[src/rtl/chip_result_rx_pkg.sv]
// ============================================================================
// chip_result_rx_pkg : shared widths, defaults and FSM encoding for the AES result receiver
// Rev 1.0
// ============================================================================
`default_nettype none

package chip_result_rx_pkg;

  localparam int AES_BLOCK_W        = 128;
  localparam int AES_BYTES          = 16;
  localparam int AES_RX_TIMEOUT_DEF = 1000;

  typedef enum logic [0:0] {
    IDLE = 1'b0,
    RECV = 1'b1
  } rx_state_e;

endpackage

`default_nettype wire

[src/rtl/chip_result_rx_if.sv]
// ============================================================================
// chip_result_rx_if : chip-side byte port plus assembled-block result bundle
// Rev 1.0
// ============================================================================
`default_nettype none

interface chip_result_rx_if
  import chip_result_rx_pkg::*;
#(
  parameter int BYTES = AES_BYTES
) ();

  logic                       shakehand;
  logic [7:0]                 rx;
  logic [8*BYTES-1:0]         data;
  logic                       en;
  logic [$clog2(BYTES)-1:0]   byte_idx;
  logic                       drop;
  logic [15:0]                drop_cnt;

  modport master (
    output shakehand, rx,
    input  data, en, byte_idx, drop, drop_cnt
  );

  modport slave (
    input  shakehand, rx,
    output data, en, byte_idx, drop, drop_cnt
  );

endinterface

`default_nettype wire

[src/rtl/chip_result_rx_toggle_sync.sv]
// ============================================================================
// toggle_sync : multi-flop synchroniser for a bus plus its toggle strobe, emits a tog pulse
// Rev 1.0
// ============================================================================
`default_nettype none

module toggle_sync #(
  parameter int STAGES = 2,
  parameter int W      = 8
) (
  input  logic         clk,
  input  logic         rst_n,
  input  logic         strobe,
  input  logic [W-1:0] bus,
  output logic [W-1:0] bus_sync,
  output logic         tog
);

  // Strobe travels in the MSB alongside the bus so both see identical latency.
  logic [STAGES-1:0][W:0] pipe;
  logic                   sh_prev;

  always_ff @(posedge clk or negedge rst_n) begin
    if (!rst_n) begin
      pipe    <= '0;
      sh_prev <= 1'b0;
    end else begin
      pipe    <= {pipe[STAGES-2:0], {strobe, bus}};
      sh_prev <= pipe[STAGES-1][W];
    end
  end

  assign bus_sync = pipe[STAGES-1][W-1:0];
  assign tog      = pipe[STAGES-1][W] ^ sh_prev;

endmodule

`default_nettype wire

[src/rtl/chip_result_rx.sv]
// ============================================================================
// chip_result_rx : assembles toggle-strobed result bytes into blocks, drops stalled frames
// Rev 1.0
// ============================================================================
`default_nettype none

module chip_result_rx
  import chip_result_rx_pkg::*;
#(
  parameter int BYTES       = AES_BYTES,
  parameter int SYNC_STAGES = 2,
  parameter int TIMEOUT     = AES_RX_TIMEOUT_DEF
) (
  input  logic            clk,
  input  logic            rst_n,
  chip_result_rx_if.slave bus
);

  localparam int                DATA_W   = 8 * BYTES;
  localparam int                IDX_W    = $clog2(BYTES);
  localparam int                CNT_W    = $clog2(TIMEOUT + 1);
  localparam logic [IDX_W-1:0]  LAST_IDX = IDX_W'(BYTES - 1);
  localparam logic [CNT_W-1:0]  CNT_MAX  = CNT_W'(TIMEOUT - 1);

  logic [7:0]        byte_sync;
  logic              tog;

  rx_state_e         state, state_nxt;
  logic [DATA_W-1:0] asm_reg, asm_nxt, shifted;
  logic [IDX_W-1:0]  idx, idx_nxt;
  logic [CNT_W-1:0]  tcnt, tcnt_nxt;
  logic              done, done_nxt;
  logic              drop_nxt;
  logic              en_q, drop_q;
  logic [DATA_W-1:0] data_q;
  logic [15:0]       drop_count;

  toggle_sync #(
    .STAGES (SYNC_STAGES),
    .W      (8)
  ) u_sync (
    .clk      (clk),
    .rst_n    (rst_n),
    .strobe   (bus.shakehand),
    .bus      (bus.rx),
    .bus_sync (byte_sync),
    .tog      (tog)
  );

  assign shifted = {asm_reg[DATA_W-9:0], byte_sync};

  always_comb begin
    state_nxt = state;
    asm_nxt   = asm_reg;
    idx_nxt   = idx;
    tcnt_nxt  = '0;
    done_nxt  = 1'b0;
    drop_nxt  = 1'b0;
    case (state)
      IDLE: begin
        if (tog) begin
          asm_nxt   = shifted;
          idx_nxt   = IDX_W'(1);
          state_nxt = RECV;
        end
      end
      RECV: begin
        // A byte arriving on the expiry cycle takes priority over the timeout.
        if (tog) begin
          asm_nxt = shifted;
          if (idx == LAST_IDX) begin
            idx_nxt   = '0;
            done_nxt  = 1'b1;
            state_nxt = IDLE;
          end else begin
            idx_nxt = idx + IDX_W'(1);
          end
        end else if (tcnt == CNT_MAX) begin
          drop_nxt  = 1'b1;
          asm_nxt   = '0;
          idx_nxt   = '0;
          state_nxt = IDLE;
        end else begin
          tcnt_nxt = tcnt + CNT_W'(1);
        end
      end
      default: state_nxt = IDLE;
    endcase
  end

  always_ff @(posedge clk or negedge rst_n) begin
    if (!rst_n) begin
      state      <= IDLE;
      asm_reg    <= '0;
      idx        <= '0;
      tcnt       <= '0;
      done       <= 1'b0;
      en_q       <= 1'b0;
      drop_q     <= 1'b0;
      data_q     <= '0;
      drop_count <= '0;
    end else begin
      state   <= state_nxt;
      asm_reg <= asm_nxt;
      idx     <= idx_nxt;
      tcnt    <= tcnt_nxt;
      done    <= done_nxt;
      en_q    <= done;
      drop_q  <= drop_nxt;
      if (done) begin
        data_q <= asm_reg;
      end
      if (drop_nxt && (drop_count != 16'hFFFF)) begin
        drop_count <= drop_count + 16'd1;
      end
    end
  end

  assign bus.data     = data_q;
  assign bus.en       = en_q;
  assign bus.byte_idx = idx;
  assign bus.drop     = drop_q;
  assign bus.drop_cnt = drop_count;

endmodule

`default_nettype wire

[src/flat_wrapper.sv]
// flat-port wrapper written by rule: the top's interface ports become plain ports
module chip_result_rx_flat import chip_result_rx_pkg::*;
#(
  parameter int BYTES       = AES_BYTES,
  parameter int SYNC_STAGES = 2,
  parameter int TIMEOUT     = AES_RX_TIMEOUT_DEF
)
  (clk, rst_n, bus_shakehand, bus_rx, bus_data, bus_en, bus_byte_idx, bus_drop, bus_drop_cnt);
  chip_result_rx_if #(.BYTES(BYTES)) bus_i ();
  input  logic clk;
  input  logic rst_n;
  input wire logic [$bits(bus_i.shakehand)-1:0] bus_shakehand;
  input wire logic [$bits(bus_i.rx)-1:0] bus_rx;
  output wire logic [$bits(bus_i.data)-1:0] bus_data;
  output wire logic [$bits(bus_i.en)-1:0] bus_en;
  output wire logic [$bits(bus_i.byte_idx)-1:0] bus_byte_idx;
  output wire logic [$bits(bus_i.drop)-1:0] bus_drop;
  output wire logic [$bits(bus_i.drop_cnt)-1:0] bus_drop_cnt;
  assign bus_i.shakehand = bus_shakehand;
  assign bus_i.rx = bus_rx;
  assign bus_data = bus_i.data;
  assign bus_en = bus_i.en;
  assign bus_byte_idx = bus_i.byte_idx;
  assign bus_drop = bus_i.drop;
  assign bus_drop_cnt = bus_i.drop_cnt;
  chip_result_rx #(.BYTES(BYTES), .SYNC_STAGES(SYNC_STAGES), .TIMEOUT(TIMEOUT)) u_core (.clk(clk), .rst_n(rst_n), .bus(bus_i));
endmodule
[config.mk]
export PLATFORM = sky130hd
export DESIGN_NAME = chip_result_rx_flat
export DESIGN_NICKNAME = d
export VERILOG_FILES = /design/src/rtl/chip_result_rx_pkg.sv /design/src/rtl/chip_result_rx_if.sv /design/src/rtl/chip_result_rx_toggle_sync.sv /design/src/rtl/chip_result_rx.sv /design/src/flat_wrapper.sv
export SDC_FILE = /design/constraint.sdc
export NUM_CORES = 1
export LEC_CHECK = 0
export ABC_CLOCK_PERIOD_IN_PS = 2500
export CAP_MARGIN = 20
export CORE_MARGIN = 8
export CORE_UTILIZATION = 35
export CTS_CLUSTER_DIAMETER = 120
export DETAILED_ROUTE_END_ITERATION = 8
export GPL_ROUTABILITY_DRIVEN = 0
export PLACE_DENSITY = 0.56
export SLEW_MARGIN = 30
export SYNTH_ARGS = -nofsm -noshare
export SYNTH_HDL_FRONTEND = slang
export SYNTH_SLANG_ARGS = --single-unit
export TNS_END_PERCENT = 20
[constraint.sdc]
create_clock -name clk -period 2.5 [get_ports clk]
set_input_delay 0.25 -clock clk [delete_from_list [all_inputs] [get_ports clk]]
set_output_delay 0.25 -clock clk [all_outputs]
set_load 0.01 [all_outputs]
## Word-level counts from Yosys, hierarchy flattened

Cells that the tools add are included.

- Output and inout bits: 150
- Logic and storage cells: 47
- Bits of input ports: 11
- Bits in registers: 309

- Equal/unequal tests: 5
- Bitwise logic cells: 2
- Reductions and logical operators: 2
- Muxes and demuxes: 23
- $add $sub $neg: 3

Operators by type and width:

| cell | count |
|---|---|
| 128-bit two-way mux | 3 |
| 128-bit one-hot mux with 2 select lines | 1 |
| 10-bit two-way mux | 3 |
| 16-bit by 1-bit adder with 16-bit output (second input constant) | 1 |
| 4-bit two-way mux | 4 |
| 16-bit != test (second input constant) | 1 |
| 10-bit by 1-bit adder with 10-bit output (second input constant) | 1 |
| 10-bit equality test (second input constant) | 1 |
| 1-bit two-way mux | 10 |
| 4-bit one-hot mux with 2 select lines | 1 |
| 4-bit by 1-bit adder with 4-bit output (second input constant) | 1 |
| 4-bit equality test (second input constant) | 1 |
| 3-bit by 2-bit != test with 1-bit output (second input constant) | 1 |
| 2-bit by 1-bit != test with 1-bit output (second input constant) | 1 |
| 1-bit one-hot mux with 2 select lines | 1 |
| 2-bit AND reduction | 1 |
| 1-bit logical AND | 1 |
| 1-bit inverter | 1 |
| 1-bit XOR | 1 |

## Logic depth before layout (Yosys ltp)

Gate-level depths: netlist (run 1).

- Depth after elaboration: 5
- Gate-level depth with buffers: 7
- Gate-level depth less buffers: 6

## By module

A second synthesis (run 1) with hierarchy kept.

- Cells, all modules: 725
- Area, all modules: 11262.1 µm²

Modules (own cells, without submodules):

| module | times used | area an instance (µm²) | cells an instance |
|---|---|---|---|
| chip_result_rx | 1 | 10717.8 | 697 |
| toggle_sync | 1 | 544.3 | 28 |

## Worst setup path before layout (run 1)

Ideal clock, no wire load.

- Path type: flip-flop to flip-flop
- Start: reg u_core.drop_count[0], in the netlist u_core.bus.drop_cnt[0]
- End: reg u_core.drop_count[4], in the netlist u_core.bus.drop_cnt[4]
- Stages on the path, launching flop included: 7
- Period minus slack after synthesis: 1.982 ns
- Setup slack: 0.518 ns
- Required time: 2.377 ns
- Data arrival time: 1.860 ns
- Cells stage by stage: dfrtp_1 -> ha_1 -> nand3_1 -> or3_1 -> o2111a_1 -> nor2b_1 -> xnor2_1

- Word-level cells in the longest chain between the ends: 2

Ends and longest elaborated chain:

| item | line | source |
|---|---|---|
| start, declared | chip_result_rx.sv:36 | `logic [15:0] drop_count;` |
| start signal, assigned | chip_result_rx.sv:114 | `drop_count <= drop_count + 16'd1;` |
| parallel branches: the longest is 2 deep, another holds 16-bit by 1-bit adder with 16-bit output | -- |  |

Several ways; the timed one is not identified.
A chain may end at the register's enable or synchronous reset.

## Worst setup path after layout (run 1)

- Start: reg u_core.tcnt[0]
- End: reg u_core.drop_count[11], in the netlist u_core.bus.drop_cnt[11]

- Word-level cells in the longest chain between the ends: 5

Ends and longest elaborated chain:

| item | line | source |
|---|---|---|
| start, declared | chip_result_rx.sv:31 | `logic [CNT_W-1:0] tcnt, tcnt_nxt;` |
| start signal, assigned | chip_result_rx.sv:106 | `tcnt <= tcnt_nxt;` |
| 10-bit equality test | chip_result_rx.sv:78 | `end else if (tcnt == CNT_MAX) begin` |
| 1-bit two-way mux | chip_result_rx.sv:78 |  |
| 1-bit two-way mux | chip_result_rx.sv:69 | `if (tog) begin` |
| 1-bit two-way mux | chip_result_rx.sv:59 | `case (state)` |
| 1-bit logical AND | chip_result_rx.sv:113 | `if (drop_nxt && (drop_count != 16'hFFFF)) begin` |

Every way passes these cells.

==> results.cfg, run 1 <==
[clocking]
cts_hold_buf = 1
clock_latency_ns = 0.51
cts_buffers = 35
cts_tree = done
cts_setup_buffers = 0
clockBufferDepth = 3
cts-htree-levels = 2
cts_sinks = 309
clkTransAtPathRegs_ns = 0.06
root_buffer = clkbuf_16
post_cts_resized = 0

[hold_path]
holdPathEnd = u_core.u_sync.pipe[6]
hold_start = bus_rx[6]
hold_path.class = input pin to flop
holdPathStages = 1

[detailed_routing]
totalWireLength_um = 25400
vias_per_cell = 5.04
drc_errors = 0
postRouteAntennaNets = 0
drt_pass1_iterations = 4
first_iter_violations = 342
wl_per_cell_um = 19.2
vias = 6678

[synthesis]
synthTopCellsByArea = dfrtp_1, mux2_2, a22o_1
synth_area_per_cell_um2 = 15.4
synth.ff_latch_count = 309
synth_edf_count = 0
synth-main-ff-cell = dfrtp_1
syn-num-nets = 744
ys_async_sr_fraction = 1.00
ys_types = 32
syn-cell-area_um2 = 11200
synthCells = 730
synth_common_cells = dfrtp_1, a22o_1, mux2_2
yosysTopAreaCellShare = 0.689
synth_warnings = 0
yosysSeqAreaShare = 0.689
yosysMostFrequentCell = dfrtp_1
yosysTopAreaCell = dfrtp_1

[global_route]
grt_pass1_vias = 7009
grtUsageTotal = 0.132
met1_usage = 0.188
antenna_found_initial = 0
grt_max_degree = 134
use_met2 = 0.196
grt-busiest-layer = met2
grt_overflow = 0
grt_pass1_wl_um = 41200
grtUsageMet3 = 0.0365

[cells_and_area]
drive_above_1_share = 0.222
finalNetCount = 914
fillers = 2831
area_growth_pct = 30.1
antenna_cells = 0
utilization = 0.462

[pwr]
p_switching_uw = 3100
totalPowerFinal_uw = 12600
powerDensity_nw_per_um2 = 861
p_comb_frac = 0.090
peakVddDrop_mv = 0.498
internal-power_uw = 9470
p_leak_uw = 0.00682
p_sw_frac = 0.247
p_clk_frac = 0.406
pwr-share-seq = 0.504

[floorplanning]
die_w_um = 195
io_pins = 161
die_area_um2 = 38000
initial_core_util = 0.356
die_y_um = 195
core_um2 = 31600
num_rows = 65

[worst_setup_path]
critPathRequiredTime_ns = 2.87
slowest_stage = o2111a_1
worstPathArrival_ns = 2.39
critPathMaxStageDelay_ns = 0.46
timing.rr.end = u_core.bus.drop_cnt[11]
crit_chain = ha_1 -> nand4b_1 -> nor3_1 -> o2111a_1 -> nand4_1 -> xnor2_1
crit_type = flop to flop
crit_fanout = 8
ff2ff_setup_slack_ns = 0.49
cp-end-kind = flop
timing.rr.start = u_core.tcnt[0]
worstSetupStartpointType = flop
r2r.worst_path.cells = 6

[timing]
setup_violations = 0
maxSlewHeadroom = 0.511
rsz0062_at_grt = false
fin_crit_sh = 0.806
hold_viol = 0
min_period_ns = 2.01
slew_violations = 0
finalSetupTns_ns = 0
skew_ns = 0.0247
worstMarginPinSlew_ns = 0.733
fmax_mhz = 496

[placement]
dp_hpwl_um = 16100
port_buffers = 160

[run]
cap_violations = 0

[run_status]
status = finished clean
[worst max path at each step]
stage / from / endpoint / slack (ns) / cells past startpoint
4_1_cts: u_core.tcnt[0] / u_core.bus.drop_cnt[4] / 0.47 / 6
5_1_grt: u_core.tcnt[0] / u_core.bus.drop_cnt[15] / 0.33 / 6
2_1_floorplan: u_core.bus.drop_cnt[0] / u_core.bus.drop_cnt[4] / 0.52 / 6
6_report: u_core.tcnt[0] / u_core.bus.drop_cnt[11] / 0.49 / 6
3_5_place_dp: u_core.tcnt[0] / u_core.bus.drop_cnt[11] / 0.50 / 6
3_3_place_gp: u_core.tcnt[0] / u_core.bus.drop_cnt[11] / 0.52 / 6
[placed cells by master (no fill, tap or decap), types with 2 or more instances in the layout]
master	netlist	routed
dfrtp_1	309	308
clkdlybuf4s50_1	0	159
mux2_2	128	128
a22o_1	128	128
clkbuf_16	0	36
nor2_1	23	23
nand3_1	14	14
nand2_1	13	13
xnor2_1	12	12
xor2_1	12	11
buf_12	0	9
clkbuf_1	36	8
nand4_1	7	7
buf_4	0	7
clkinv_2	0	6
clkbuf_8	0	6
inv_1	5	5
o21ai_0	5	5
nor3_1	5	5
ha_1	3	3
bufinv_16	0	3
or3_1	2	2
and3_1	2	2
nor2b_1	2	2
a21oi_1	3	2
nor3_2	2	2
[cell type report]
cell class	count	area [um^2]	share of cell area
Clock buffer	50	1010	0.0694
Multi-Input combinational cell	372	3330	0.228
Clock inverter	11	145	0.00995
Timing Repair Buffer	177	1850	0.127
Tap cell	402	503	0.0345
Sequential cell	309	7740	0.530
Inverter	5	18.8	0.00129
[layer usage]
layer | wire, um | up-vias
met5 | 0 | -
met1 | 12200 | 3473
li1 | - | 3023
met2 | 11300 | 143
met4 | 533 | 0
met3 | 1440 | 39
[cells by family after synthesis]
kind of cell	count (synthesis)	synth area share
compound gates	142	0.109
buf+inv	49	0.0169
mux	128	0.128
fa+ha+maj	3	0.00335
simple gates	75	0.0345
flops	309	0.689
xor+xnor	24	0.0187
[critical path, delay by kind of cell, from the launching register on]
family | cells | cell delay (ns)
and+or+nand+nor | 3 | 0.64
DFF | 1 | 0.38
adders and majority gates | 1 | 0.25
AOI/OAI and AO/OA | 1 | 0.46
xor gates and xnor gates | 1 | 0.15
[power by group through the flow]
stage | registers [uW] | logic (uW) | clock network [uW]
2_1_floorplan | 6160 | 760 | 0
3_3_place_gp | 6430 | 1120 | 0
3_5_place_dp | 6430 | 1150 | 0
4_1_cts | 6350 | 1160 | 5270
5_1_grt | 6440 | 1270 | 5460
6_report | 6340 | 1130 | 5110
[per-stage QoR]
| step | area [um^2] | setup WS [ns] | hold WS [ns] | instances |
|---|---|---|---|---|
| after global placement | 13400 | 0.525 | 0.260 | 1264 |
| final | 14600 | 0.486 | 0.177 | 1326 |
| after global routing | 14600 | 0.330 | 0.167 | 1326 |
| after CTS | 14600 | 0.471 | 0.149 | 1326 |
| after floorplan | 11200 | 0.518 | -0.0456 | 730 |
| after detailed placement | 13400 | 0.503 | 0.261 | 1264 |
(Power assumes the default switching activity.)
==> run 2, diff against run 1 <==
ABC_CLOCK_PERIOD_IN_PS = 1800   (was 2500)
PLACE_DENSITY = 0.58   (was 0.56)
clock period = 1.8 ns   (was 2.5 ns; I/O delays follow)
==> results.cfg, run 2 (synthesis results as in run 1) <==
[floorplanning]
io_pins = 161
die_w_um = 195
initial_core_util = 0.356
num_rows = 65
die_area_um2 = 38000
die_y_um = 195
core_um2 = 31600

[placement]
place_area_um2 = 13800
dp.cells = 1304
dp_hpwl_um = 17100
port_buffers = 160

[detailed_routing]
wl_per_cell_um = 19.2
first_iter_violations = 344
drc_errors = 0
postRouteAntennaNets = 0
vias = 6795
vias_per_cell = 4.97
totalWireLength_um = 26300
drt_pass1_iterations = 4

[timing]
maxSlewHeadroom = 0.639
finalSetupTns_ns = -0.0241
fin_crit_sh = 1.01
slew_violations = 0
fmax_mhz = 550
setup_violations = 2
min_period_ns = 1.82
skew_ns = 0.0141
worstMarginPinSlew_ns = 0.542
fin_ws_ns = -0.0186
hold_viol = 0
rsz0062_at_grt = true

[run]
cap_violations = 0

[worst_setup_path]
timing.rr.end = u_core.bus.drop_cnt[5]
timing.rr.start = u_core.u_sync.sh_prev
crit_chain = xor2_4 -> or4_4 -> o21bai_4 -> nor3_2 -> xor2_1
r2r.worst_path.cells = 5
slowest_stage = or4_4
cp-end-kind = flop
critPathMaxStageDelay_ns = 0.53
path_buf_inv = 0
worstSetupStartpointType = flop
ff2ff_setup_slack_ns = -0.02
worstPathArrival_ns = 2.22
crit_type = flop to flop
critPathRequiredTime_ns = 2.20
crit_fanout = 7
critPathTopFamily = simple AND/OR/NAND/NOR gates

[run_status]
status = complete, but fails checks
violations = setup timing

[global_route]
grt_pass1_wl_um = 42500
met1_usage = 0.191
antenna_found_initial = 0
grtUsageTotal = 0.137
grt_max_degree = 66
use_met2 = 0.210
grt_overflow = 0
grtUsageMet3 = 0.0359
grt_pass1_vias = 7344
grt-busiest-layer = met2

[cells_and_area]
final_cell_mix = dfrtp_1, clkdlybuf4s50_1, mux2_2, a22o_1, buf_4
drive_above_1_share = 0.268
final_common_cell = dfrtp_1
antenna_cells = 0
final_cell_area_um2 = 15000
finalNonFillerCells = 1368
area_growth_pct = 33.6
finalNetCount = 958

[hold_path]
hold_path.class = input pin to flop
hold_start = bus_rx[7]
holdPathEnd = u_core.u_sync.pipe[7]
holdPathStages = 1

[pwr]
internal-power_uw = 13000
pwr-share-seq = 0.509
totalPowerFinal_uw = 17300
p_sw_frac = 0.246
peakVddDrop_mv = 0.610
powerDensity_nw_per_um2 = 1150
p_leak_uw = 0.00703
p_switching_uw = 4260
p_clk_frac = 0.394
p_comb_frac = 0.097

[clocking]
clock_latency_ns = 0.49
cts_buffers = 34
cts_tree = done
clockBufferDepth = 3
clkTransAtPathRegs_ns = 0.06
root_buffer = clkbuf_16
cts_sinks = 309
cts-htree-levels = 2
run 2: how the worst max path moves through the flow:
stage                          startpoint                endpoint  slack [ns]  cells past startpoint
floorplan                  u_core.tcnt[0]     u_core.asm_reg[107]       -0.04                      7
global placement    u_core.u_sync.sh_prev      u_core.asm_reg[74]       -0.07                      4
detailed placement  u_core.u_sync.sh_prev      u_core.asm_reg[84]       -0.07                      4
CTS                 u_core.u_sync.sh_prev  u_core.bus.drop_cnt[5]       -0.05                      5
global route        u_core.u_sync.sh_prev  u_core.bus.drop_cnt[3]       -0.08                      5
finish              u_core.u_sync.sh_prev  u_core.bus.drop_cnt[5]       -0.02                      5
run 2: worst reg2reg max path, cell delays in order, from the launching register on:
cell and delay, ns:
dfrtp_2 0.44, xor2_4 0.19, or4_4 0.53, o21bai_4 0.24, nor3_2 0.16, xor2_1 0.17
run 2: repair_timing:
action,in CTS,in global routing
pin swaps,0,32
hold buffers,1,0
resized for setup,4,7
setup buffers,0,4
cloned,0,1
setup endpoints to repair,91,151
endpoints found under the hold margin,51,0
run 2: metrics by stage:
| stage | utilization | hold WS, ns | setup slack [ns] |
|---|---|---|---|
| detailed placement | 0.436 | 0.145 | -0.0741 |
| global placement | 0.436 | 0.144 | -0.0680 |
| CTS | 0.472 | 0.0968 | -0.0486 |
| floorplan | - | -0.116 | -0.0352 |
| finish | 0.475 | 0.124 | -0.0186 |
| global route | 0.475 | 0.111 | -0.0836 |
run 2: metal layers:
| metal | vias to the layer above | wire length, um |
|---|---|---|
| met5 | - | 0 |
| li1 | 3094 | - |
| met1 | 3514 | 12500 |
| met4 | 0 | 340 |
| met3 | 34 | 1490 |
| met2 | 153 | 12000 |
run 2: cell type report:
| type | count | area [um^2] |
|---|---|---|
| tap | 402 | 503 |
| multi-input combinational | 372 | 3380 |
| clock inverter | 6 | 61.3 |
| fill | 2741 | 16600 |
| timing repair buffer | 222 | 2240 |
| inverter | 5 | 18.8 |
| clock buffer | 52 | 1050 |
| sequential | 309 | 7740 |
run 2: power by group through the flow:
stage	combinational [uW]	sequential [uW]	clock [uW]
5_1_grt	1880	8940	7270
3_5_place_dp	1680	8920	0
2_1_floorplan	1060	8550	0
3_3_place_gp	1640	8920	0
4_1_cts	1690	8810	7020
6_report	1680	8810	6820
==> run 3, diff against run 2 <==
CORE_UTILIZATION = 49   (was 35)
PLACE_DENSITY = 0.77   (was 0.58)
==> results.cfg, run 3 (synthesis results as in run 1) <==
[pwr]
powerDensity_nw_per_um2 = 1180
peakVddDrop_mv = 0.908
totalPowerFinal_uw = 17500
p_leak_uw = 0.00706

[worst_setup_path]
timing.rr.end = u_core.bus.drop_cnt[8]
cp-end-kind = flop
slowest_stage = or4_4
worstSetupStartpointType = flop
critPathRequiredTime_ns = 2.25
critPathMaxStageDelay_ns = 0.53
timing.rr.start = u_core.u_sync.pipe[17]
crit_chain = xor2_4 -> or4_4 -> o21bai_4 -> nor4_4 -> xor2_1
crit_fanout = 7
ff2ff_setup_slack_ns = -0.05
path_buf_inv = 0
worstPathArrival_ns = 2.30
r2r.worst_path.cells = 5
critPathTopFamily = simple AND/OR/NAND/NOR gates
crit_type = flop to flop

[timing]
worstMarginPinSlew_ns = 0.592
hold_viol = 0
slew_violations = 0
min_period_ns = 1.85
fin_ws_ns = -0.0525
rsz0062_at_grt = true
maxSlewHeadroom = 0.605
skew_ns = 0.0116
fin_crit_sh = 1.03
fmax_mhz = 540
hold_slack_ns = 0.0706
setup_violations = 4

[cells_and_area]
multi_input_area_um2 = 3360
area_growth_pct = 32.2
antenna_cells = 0
ff_latch_area_um2 = 7740
finalNetCount = 947
final_common_cell = dfrtp_1
drive_above_1_share = 0.264
final_cell_area_um2 = 14800
fillers = 1601
final_cell_mix = dfrtp_1, clkdlybuf4s50_1, mux2_2, a22o_1, buf_4

[detailed_routing]
totalWireLength_um = 25000
drt_pass1_iterations = 4
wl_per_cell_um = 20.1
vias_per_cell = 5.48
drc_errors = 0
postRouteAntennaNets = 0
first_iter_violations = 436
vias = 6811

[floorplanning]
core_um2 = 22600
io_pins = 161
die_y_um = 167
num_rows = 55
die_area_um2 = 28000
die_w_um = 167
initial_core_util = 0.497

[global_route]
antenna_found_initial = 0
grtUsageTotal = 0.176
grt_max_degree = 75
grt_pass1_vias = 7267
grt_overflow = 0
grt_pass1_wl_um = 40600

[clocking]
clkTransAtPathRegs_ns = 0.06
cts-htree-levels = 1
cts_buffers = 31
cts_tree = done
clock_latency_ns = 0.54
cts_sinks = 309
root_buffer = clkbuf_16
clockBufferDepth = 3

[run]
cap_violations = 0

[run_status]
violations = setup timing
status = complete, but fails checks

[placement]
dp_hpwl_um = 16600
port_buffers = 160
post-place-ws_ns = -0.0660
place_area_um2 = 13600

[hold_path]
hold_path.class = input pin to flop
hold_start = bus_shakehand
holdPathStages = 1
holdPathEnd = u_core.u_sync.pipe[8]
-- run 3: cell types whose count changed in the layout (fill, tap and decap cells not counted), moves of 2 or more --
| cell | previous run | this run |
|---|---|---|
| buf_4 | 47 | 36 |
| clkdlybuf4s50_1 | 159 | 156 |
| bufinv_16 | 1 | 6 |
| clkbuf_16 | 38 | 31 |
| dlymetal6s2s_1 | 0 | 3 |
| clkinvlp_4 | 1 | 3 |
| ha_2 | 0 | 2 |
| ha_4 | 2 | 0 |
| buf_12 | 11 | 16 |
-- run 3: worst max-delay path by stage --
| stage | cells past startpoint | from | endpoint | slack, ns |
|---|---|---|---|---|
| after floorplan | 7 | u_core.tcnt[0] | u_core.asm_reg[107] | -0.04 |
| after global placement | 4 | u_core.u_sync.sh_prev | u_core.asm_reg[43] | -0.01 |
| after detailed placement | 4 | u_core.u_sync.sh_prev | u_core.asm_reg[76] | -0.07 |
| after CTS | 5 | u_core.u_sync.sh_prev | u_core.bus.drop_cnt[8] | -0.07 |
| after global routing | 5 | u_core.tcnt[6] | u_core.bus.drop_cnt[8] | -0.1 |
| final | 5 | u_core.u_sync.pipe[17] | u_core.bus.drop_cnt[8] | -0.05 |
-- run 3: metal layers --
metal / vias up / part of all wire / GRT usage
met1: 3543 / 0.43 / 0.230
met5: - / 0 / 0
met3: 32 / 0.057 / 0.0411
met4: 0 / 0.017 / 0.0411
met2: 168 / 0.49 / 0.293
li1: 3068 / - / -
-- run 3: cell type report --
| type | instances | area share |
|---|---|---|
| clock buffer | 46 | 0.0615 |
| clock inverter | 12 | 0.0149 |
| inverter | 5 | 0.00126 |
| multi-input combinational | 372 | 0.227 |
| sequential | 309 | 0.522 |
| tap | 285 | 0.0240 |
| timing repair buffer | 214 | 0.150 |
-- run 3: through the flow --
| stage | instances | util | TNS [ns] |
|---|---|---|---|
| 2_1_floorplan | 730 | - | -1.44 |
| 3_3_place_gp | 1182 | 0.604 | -0.366 |
| 3_5_place_dp | 1182 | 0.604 | -2.38 |
| 4_1_cts | 1241 | 0.656 | -0.125 |
| 5_1_grt | 1243 | 0.657 | -1.15 |
| 6_report | 1243 | 0.657 | -0.0741 |
-- run 3: where the power goes --
part           switching (uW)  leakage, uW  total, uW  internal (uW)
Clock                    2600     0.000545       6960           4360
Sequential                920      0.00416       8820           7900
Combinational             701      0.00236       1680            981
-- run 3: what timing repair did --
action	in CTS	in global routing
gates resized for setup	4	9
buffers inserted	0	2
hold endpoints to repair	260	0
cloned	0	0
pin swaps	1	4
endpoints found under the setup margin	83	96
hold buffers	1	0
